### src/rtl/scan_seq_pkg.sv
// scan_seq_pkg: shared widths, FSM state type and counter sizing for the scan sequencer.
`default_nettype none

package scan_seq_pkg;

  localparam int NUM_DIG = 4;
  localparam int SEL_W   = 2;

  typedef enum logic [1:0] {
    IDLE  = 2'd0,
    DWELL = 2'd1,
    BLANK = 2'd2
  } state_t;

  // Wide enough for both the dwell and the blank count, never below one bit.
  function automatic int cnt_width(input int prescale, input int blank_cyc);
    int m;
    m = 2;
    if (prescale > m) m = prescale;
    if (blank_cyc > m) m = blank_cyc;
    return $clog2(m);
  endfunction

endpackage

`default_nettype wire

### src/rtl/next_dig_pick.sv
// next_dig_pick: combinational round-robin search for the next set mask bit after cur.
`default_nettype none

module next_dig_pick
  import scan_seq_pkg::*;
(
  input  logic [NUM_DIG-1:0] mask,
  input  logic [SEL_W-1:0]   cur,
  output logic [SEL_W-1:0]   nxt,
  output logic               valid
);

  logic [SEL_W-1:0] probe;

  // Offsets are scanned from farthest to nearest so the nearest set bit wins;
  // if no other bit is set the current index is reused.
  always_comb begin
    nxt   = cur;
    valid = |mask;
    probe = '0;
    for (int i = NUM_DIG - 1; i >= 1; i--) begin
      probe = cur + SEL_W'(i);
      if (mask[probe]) nxt = probe;
    end
  end

endmodule

`default_nettype wire

### src/rtl/scan_sel_seq.sv
// scan_sel_seq: scans a 2-to-4 decoder round-robin with programmable dwell and blanking gap.
// Optional macro SCAN_SEQ_DIM_EN adds the dim input (shortened enable window). Rev 1.0
`default_nettype none

module scan_sel_seq
  import scan_seq_pkg::*;
#(
  parameter int PRESCALE  = 4,
  parameter int BLANK_CYC = 1
) (
  input  logic               clk,
  input  logic               rst_n,
  input  logic               run,
  input  logic [NUM_DIG-1:0] digit_mask,
`ifdef SCAN_SEQ_DIM_EN
  input  logic [1:0]         dim,
`endif
  output logic               a,
  output logic               b,
  output logic               en,
  output logic               tick,
  output logic [SEL_W-1:0]   cur_dig
);

  localparam int CW = cnt_width(PRESCALE, BLANK_CYC);
  localparam logic [CW-1:0] DWELL_LAST = CW'(PRESCALE - 1);
  localparam logic [CW-1:0] BLANK_LAST = CW'((BLANK_CYC > 0) ? BLANK_CYC - 1 : 0);

  state_t           state;
  logic [CW-1:0]    cnt;
  logic [SEL_W-1:0] idx;
  logic [SEL_W-1:0] pick_cur;
  logic [SEL_W-1:0] pick_nxt;
  logic             pick_valid;
  logic             dim_off;

  // From IDLE the search starts after the top index so it lands on the lowest set bit.
  assign pick_cur = (state == IDLE) ? SEL_W'(NUM_DIG - 1) : idx;

  next_dig_pick u_pick (
    .mask  (digit_mask),
    .cur   (pick_cur),
    .nxt   (pick_nxt),
    .valid (pick_valid)
  );

`ifdef SCAN_SEQ_DIM_EN
  logic [1:0] dim_q;
  logic       enter_dwell;
  int         lit_len;

  assign enter_dwell = run &&
                       (((state == IDLE) && pick_valid) ||
                        ((state == DWELL) && (cnt == DWELL_LAST) && pick_valid && (BLANK_CYC == 0)) ||
                        ((state == BLANK) && (cnt == BLANK_LAST)));

  always_ff @(posedge clk or negedge rst_n) begin
    if (!rst_n) begin
      dim_q <= 2'd0;
    end else if (enter_dwell) begin
      dim_q <= dim;
    end
  end

  // en is released once the counter reaches the lit length; the address stays put.
  always_comb begin
    lit_len = PRESCALE >> dim_q;
    if (lit_len < 1) lit_len = 1;
    dim_off = (int'(cnt) + 1) >= lit_len;
  end
`else
  assign dim_off = 1'b0;
`endif

  always_ff @(posedge clk or negedge rst_n) begin
    if (!rst_n) begin
      state <= IDLE;
      idx   <= '0;
      en    <= 1'b1;
      tick  <= 1'b0;
      cnt   <= '0;
    end else begin
      tick <= 1'b0;
      if (!run) begin
        state <= IDLE;
        en    <= 1'b1;
        cnt   <= '0;
      end else begin
        case (state)
          IDLE: begin
            if (pick_valid) begin
              state <= DWELL;
              idx   <= pick_nxt;
              en    <= 1'b0;
              tick  <= 1'b1;
              cnt   <= '0;
            end
          end
          DWELL: begin
            if (cnt == DWELL_LAST) begin
              cnt <= '0;
              if (!pick_valid) begin
                state <= IDLE;
                en    <= 1'b1;
              end else if (BLANK_CYC > 0) begin
                state <= BLANK;
                en    <= 1'b1;
                idx   <= pick_nxt;
              end else begin
                idx   <= pick_nxt;
                en    <= 1'b0;
                tick  <= 1'b1;
              end
            end else begin
              cnt <= cnt + CW'(1);
              en  <= dim_off;
            end
          end
          BLANK: begin
            if (cnt == BLANK_LAST) begin
              state <= DWELL;
              en    <= 1'b0;
              tick  <= 1'b1;
              cnt   <= '0;
            end else begin
              cnt <= cnt + CW'(1);
            end
          end
          default: begin
            state <= IDLE;
            en    <= 1'b1;
            cnt   <= '0;
          end
        endcase
      end
    end
  end

  assign a       = idx[1];
  assign b       = idx[0];
  assign cur_dig = idx;

endmodule

`default_nettype wire

### config.mk
export PLATFORM = sky130hd
export DESIGN_NAME = scan_sel_seq
export DESIGN_NICKNAME = d
export VERILOG_FILES = /design/src/rtl/scan_seq_pkg.sv /design/src/rtl/next_dig_pick.sv /design/src/rtl/scan_sel_seq.sv
export SDC_FILE = /design/constraint.sdc
export NUM_CORES = 1
export LEC_CHECK = 0
export ABC_AREA = 1
export CORE_MARGIN = 2
export CORE_UTILIZATION = 56
export CTS_CLUSTER_DIAMETER = 30
export DETAILED_ROUTE_END_ITERATION = 12
export PLACE_DENSITY = 0.85
export SLEW_MARGIN = 20
export SYNTH_ARGS = -nofsm -noshare
export SYNTH_HDL_FRONTEND = slang
export SYNTH_SLANG_ARGS = --single-unit
### constraint.sdc
create_clock -name clk -period 2.2 [get_ports clk]
set_input_delay 0.55 -clock clk [delete_from_list [all_inputs] [get_ports clk]]
set_output_delay 0.55 -clock clk [all_outputs]
set_load 0.05 [all_outputs]
==> flow_metrics.tcl, run 1 <==
set metrics [dict create \
    result_of_the_run "completed" \
    worstReg2RegStart "state[0]$_DFFE_PN0P_" \
    critical_path.startpoint_type "register" \
    cts_max_level 1 \
    grt_max_degree 10 \
    dr.first_iter.drc_count 46 \
    cts_stage_hold_buffer_count 0 \
    critical-path-slowest-cell "clkdlybuf4s50_1" \
    finalNetCount 150 \
    insertedDiodeCount 0 \
    placement.cell_area_um2 925 \
    cp_top_family "buffers and inverters" \
    static-leakage-power_uw 0.000510 \
    tns_ps 0 \
    synth.area.top_cells "dfrtp_1, nand2_1, ha_1" \
    routabilityCongestion 0.907 \
    cp_slowest_stage_delay_ps 850 \
    final.min_clock_period_ps 2120 \
    max-slew-margin-rel 0.669 \
    post_drt_wl_per_cell_um 11.7 \
    p_per_area_nw_per_um2 1510 \
    clock_power_share 0.085 \
    layoutNonFillerInstCount 149 \
    post-route-drc-count 0 \
    yosys.area.top_type_share 0.217 \
    netlist.top_cell.by_area "dfrtp_1" \
    synthToLayoutAreaGrowth_pct 17.6 \
    cts_root_buffer "clkbuf_4" \
    die-height_um 42.0 \
    row_count 13 \
    grt_setup_unrepaired "no" \
    vias 827 \
    hp-class "reg2reg" \
    grt_pass1_vias 753 \
    first_pass_iters 6 \
    comb_power_share 0.730 \
    setup_viol 0 \
    power.sequential.fraction 0.185 \
    fin_clk_skew_ps 5.26 \
    crit_path_end_kind "output port" \
    worstSetupStartpoint "cur_dig[0]$_DFFE_PN0P_" \
    peakVddDrop_v 0.000766 \
    power.switching_fraction 0.558 \
    finalInstanceArea_um2 951 \
    cts_setup_buffers 0 \
    netlist_area_um2 808 \
    cp_max_fo 6 \
    starting_density 0.613 \
    synth_seq_cells 8 \
    worst_skew_late_latency_ps 250 \
    total_power_uw 1430 \
    timing_max_transition_violations_final 0 \
    place.port_buffers 12 \
    synth.yosys.seq_area_share 0.249 \
    clk_pin_slew_ps 60 \
    max_freq_ghz 0.472 \
    grt_first_pass_wirelength_um 2900 \
    power_switching_uw 799 \
    ff2ff_setup_slack_ps 480 \
    syn_avg_cell_area_um2 6.68 \
    clkSinkCount 8 \
    drive_above_1_share 0.179 \
    synth.distinct_cells 25 \
    place.detailed.instances 145 \
    synth_fp_nets 136 \
    total_buffers_and_inverters_traversed_by_the_critical_path 1 \
    cts.path.max_buffers 2 \
    worstPathCellList "clkdlybuf4s50_1" \
    hold_viol 0 \
    critPathArrivalTime_ps 1570 \
    die_x_um 42.0 \
    cts_buffers 3 \
    ioPinCount 13 \
    place_hpwl_um 1370 \
    finished_core_util 0.722 \
    grt-ovfl-total 0 \
    fill_cells 116 \
    grt_usage 0.206 \
    cts_tree "yes" \
    maxCapViolations 0 \
    worstHoldStart "en$_DFFE_PN1P_" \
    synthesis.instances 121 \
    p_int_uw 632 \
    cts_resized 0 \
    die_area_um2 1760 \
    antenna_found_initial 0 \
    tightest_slew_ps 495 \
    final_min_period_over_clock_period 0.962 \
    critical_path_class "reg2out" \
    vias_per_cell 5.55 \
    antenna_left 0 \
    postRouteWirelength_um 1740 \
    design.core.area_um2 1320 \
    required_ps 1650 \
    yosysWarningCount 0 \
]
==> cells in the mapped netlist (all sizes together) <==
cell	count
a21boi	1
a21oi	7
a22oi	1
a31oi	1
a32oi	1
buf	3
dfrtp	7
dfstp	1
ha	8
inv	21
nand2	43
nand3	10
nand4	2
nor2	8
nor3	1
o211ai	1
o21ai	3
o22ai	2
==> worst min-delay path: cells and delay by family, from the launching register on <==
family / cells / cell delay (ps)
DFF: 1 / 370
AOI/OAI and AO/OA: 2 / 160
==> metrics by stage <==
| stage | worst slack, ps | hold slack [ps] |
|---|---|---|
| floorplan | 645 | 254 |
| global placement | 321 | 510 |
| detailed placement | 250 | 521 |
| CTS | 77.0 | 528 |
| global route | 33.1 | 546 |
| finish | 83.1 | 534 |
==> power by group through the flow <==
stage / logic (uW) / registers, uW / clock network, uW
after global placement: 1020 / 262 / 0
after floorplan: 704 / 379 / 0
after detailed placement: 1030 / 268 / 0
after CTS: 1040 / 265 / 122
after global routing: 1150 / 275 / 126
final: 1050 / 265 / 122
==> final timing paths <==
kind                                          end  depth (start not counted)
max in group asynchronous          en$_DFFE_PN1P_                          1
setup reg to reg           cur_dig[0]$_DFFE_PN0P_                         11
hold / removal                     en$_DFFE_PN1P_                          2
min in group asynchronous  cur_dig[0]$_DFFE_PN0P_                          1
hold reg to reg                    en$_DFFE_PN1P_                          2
setup / recovery                       cur_dig[0]                          1
==> state kept, by name, summed over array words and instances, names as in the netlist <==
name / flops
state: 2
en: 1
cur_dig: 2
cnt: 2
tick: 1
==> layout make-up <==
type                            count  area (um^2)  share of cell area
Multi-Input combinational cell     89          508               0.534
Sequential cell                     8          201               0.212
Timing Repair Buffer               12          118               0.124
Inverter                           21         78.8              0.0829
Clock buffer                        4         26.3              0.0276
Tap cell                           15         18.8              0.0197
==> logic make-up after synthesis <==
| group | synth area share |
|---|---|
| adders and majority gates | 0.124 |
| and+or+nand+nor | 0.372 |
| DFF | 0.249 |
| AOI/OAI and AO/OA | 0.133 |
| buffers and inverters | 0.122 |
==> layout by cell type, fill, tap and decap left out <==
cell | Yosys | final
nand2_1 | 34 | 34
inv_1 | 18 | 18
clkdlybuf4s50_1 | 0 | 11
nand3_1 | 9 | 9
nand2_2 | 9 | 9
ha_1 | 8 | 8
dfrtp_1 | 7 | 7
a21oi_1 | 6 | 6
nor2_1 | 5 | 5
inv_2 | 3 | 3
o21ai_0 | 3 | 3
nor2_2 | 3 | 3
clkbuf_4 | 0 | 3
o22ai_1 | 2 | 2
nand4_2 | 1 | 1
a22oi_1 | 1 | 1
nor3_1 | 1 | 1
o211ai_1 | 1 | 1
nand4_1 | 1 | 1
a21oi_2 | 1 | 1
a32oi_1 | 1 | 1
nand3_2 | 1 | 1
a21boi_2 | 1 | 1
a31oi_1 | 1 | 1
clkbuf_1 | 0 | 1
dfstp_2 | 1 | 1
buf_4 | 2 | 1
==> per-layer routing <==
metal  GRT usage  vias up  part of all wire
li1            -      410                 -
met1       0.238      360              0.41
met3      0.0302       14             0.058
met5           0        -                 0
met2       0.363       43              0.49
met4       0.110        0             0.038
(Power assumes the default switching activity.)
==> run 2: changes to the inputs <==
--- a/config.mk
+++ b/config.mk
@@ -6,6 +6,7 @@
 export NUM_CORES = 1
 export LEC_CHECK = 0
 export ABC_AREA = 1
+export ABC_CLOCK_PERIOD_IN_PS = 2200
 export CORE_MARGIN = 2
 export CORE_UTILIZATION = 56
 export CTS_CLUSTER_DIAMETER = 30
==> results of run 2 <==
Same layout as run 1: the final DEF is identical, and so are final timing and power.
==> run 3: changes to the inputs <==
--- a/config.mk
+++ b/config.mk
@@ -12,6 +12,7 @@
 export CTS_CLUSTER_DIAMETER = 30
 export DETAILED_ROUTE_END_ITERATION = 12
 export PLACE_DENSITY = 0.85
+export SETUP_SLACK_MARGIN = 0.2
 export SLEW_MARGIN = 20
 export SYNTH_ARGS = -nofsm -noshare
 export SYNTH_HDL_FRONTEND = slang
==> run 3 against run 2 <==
Compared with the run above:
- combinational power about the same
- fmax grew 11%
- hold slack got worse by 7.1 ps
- first-iteration DRC count unchanged
- clock skew down 1.2 ps
- clock-buffer cell count stayed put
- wire length grew 1.1%
- core utilization fell by 0.38 points
- clock power hardly changed
- die area unchanged
- critical endpoint is now tick
- highest routed layer unchanged
==> flow_metrics.tcl, run 3 (synthesis gave the netlist of run 1 again) <==
set metrics [dict create \
    result_of_the_run "completed" \
    cp.depth 1 \
    hp-class "reg2reg" \
    maxCapViolations 0 \
    tns_ps 0 \
    hold_viol 0 \
    die_area_um2 1760 \
    vias_per_cell 5.51 \
    register_area_um2 201 \
    max-slew-margin-rel 0.672 \
    ioPinCount 13 \
    clk_pin_slew_ps 60 \
    starting_density 0.613 \
    post_drt_wl_per_cell_um 11.8 \
    static-leakage-power_uw 0.000512 \
    most_common_library_cell_in_the_layout_ignoring_fill_and_taps "nand2_1" \
    power_switching_uw 798 \
    leading_cell_types_in_the_layout_fill_and_taps_excluded "nand2_1, inv_1, nand3_1, nand2_2, ha_1" \
    cp_top_family "buffers and inverters" \
    cts_max_level 1 \
    antenna_found_initial 0 \
    required_ps 1650 \
    comb_power_share 0.726 \
    die_x_um 42.0 \
    tightest_slew_ps 491 \
    finalInstanceArea_um2 946 \
    place_worst_setup_slack_ps 250 \
    critical_path.startpoint_type "register" \
    layout_setup_ws_ps 293 \
    finished_core_util 0.718 \
    grt_pass1_vias 748 \
    critical-path-slowest-cell "clkdlybuf4s50_1" \
    worstHoldStart "en$_DFFE_PN1P_" \
    r2r-end "cur_dig[0]$_DFFE_PN0P_" \
    worst_skew_late_latency_ps 250 \
    cts_stage_hold_buffer_count 0 \
    cts_setup_buffers 0 \
    placement.cell_area_um2 925 \
    grt_usage 0.205 \
    antenna_left 0 \
    insertedDiodeCount 0 \
    fin_clk_skew_ps 4.09 \
    grt_setup_unrepaired "no" \
    final_min_period_over_clock_period 0.867 \
    grt-ovfl-total 0 \
    setup_viol 0 \
    power.switching_fraction 0.568 \
    p_per_area_nw_per_um2 1490 \
    fill_cells 119 \
    grt_max_degree 10 \
    synthToLayoutAreaGrowth_pct 17.0 \
    cell_depth_of_the_worst_min_delay_path 2 \
    critical_path_class "reg2out" \
    total_buffers_and_inverters_traversed_by_the_critical_path 1 \
    worstReg2RegStart "state[0]$_DFFE_PN0P_" \
    cts.path.max_buffers 2 \
    critPathArrivalTime_ps 1360 \
    vias 821 \
    place.port_buffers 12 \
    crit_path_end_kind "output port" \
    min_to "en$_DFFE_PN1P_" \
    finalNetCount 150 \
    die-height_um 42.0 \
    worstPathCellList "clkdlybuf4s50_1" \
    routabilityCongestion 0.907 \
    max_freq_ghz 0.524 \
    drive_above_1_share 0.179 \
    cts_buffers 3 \
    postRouteWirelength_um 1760 \
    dr.first_iter.drc_count 46 \
    cts_resized 4 \
    cp_max_fo 1 \
    cp_slowest_stage_delay_ps 790 \
    grt_first_pass_wirelength_um 2880 \
    final.min_clock_period_ps 1910 \
    power.sequential.fraction 0.187 \
    clock_power_share 0.086 \
    first_pass_iters 6 \
    design.core.area_um2 1320 \
    place_hpwl_um 1370 \
    timing_max_transition_violations_final 0 \
    post-route-drc-count 0 \
    peakVddDrop_v 0.000767 \
    cts_root_buffer "clkbuf_4" \
    row_count 13 \
    clkSinkCount 8 \
    area_of_the_multi_input_gates_um2 508 \
    cts_tree "yes" \
    p_int_uw 607 \
    ff2ff_setup_slack_ps 470 \
    reg2regPathDepth 11 \
]
## run 3: routing by layer
metal,up-vias,routed length [um],global-route usage
li1,409,-,-
met1,371,736,0.236
met2,33,884,0.363
met3,8,101,0.0302
met4,0,39,0.110
met5,-,0,0
## run 3: per-stage QoR
step,total power (uW),hold slack [ps],instances
after floorplan,1080,254,121
after global placement,1280,510,145
after detailed placement,1300,521,145
after CTS,1400,528,149
after global routing,1520,546,149
final,1410,527,149
## run 3: area by class of cell
cell class,instances,area share
well taps,15,0.0198
multi-input cells,89,0.537
inverters,21,0.0833
clock buffers,4,0.0278
repair buffers,12,0.119
flip-flops and latches,8,0.213
## run 3: how the worst max path moves through the flow
stage	start	to	slack [ps]
floorplan	cur_dig[0]$_DFFE_PN0P_	cur_dig[0]	640
global placement	digit_mask[0]	state[0]$_DFFE_PN0P_	320
detailed placement	digit_mask[0]	state[0]$_DFFE_PN0P_	250
CTS	tick$_DFF_PN0_	tick	290
global route	tick$_DFF_PN0_	tick	270
finish	tick$_DFF_PN0_	tick	290
## run 3: power by group through the flow
stage,combinational (uW),clock (uW),sequential [uW]
2_1_floorplan,704,0,379
3_3_place_gp,1020,0,262
3_5_place_dp,1030,0,268
4_1_cts,1020,122,264
5_1_grt,1130,126,273
6_report,1020,121,263
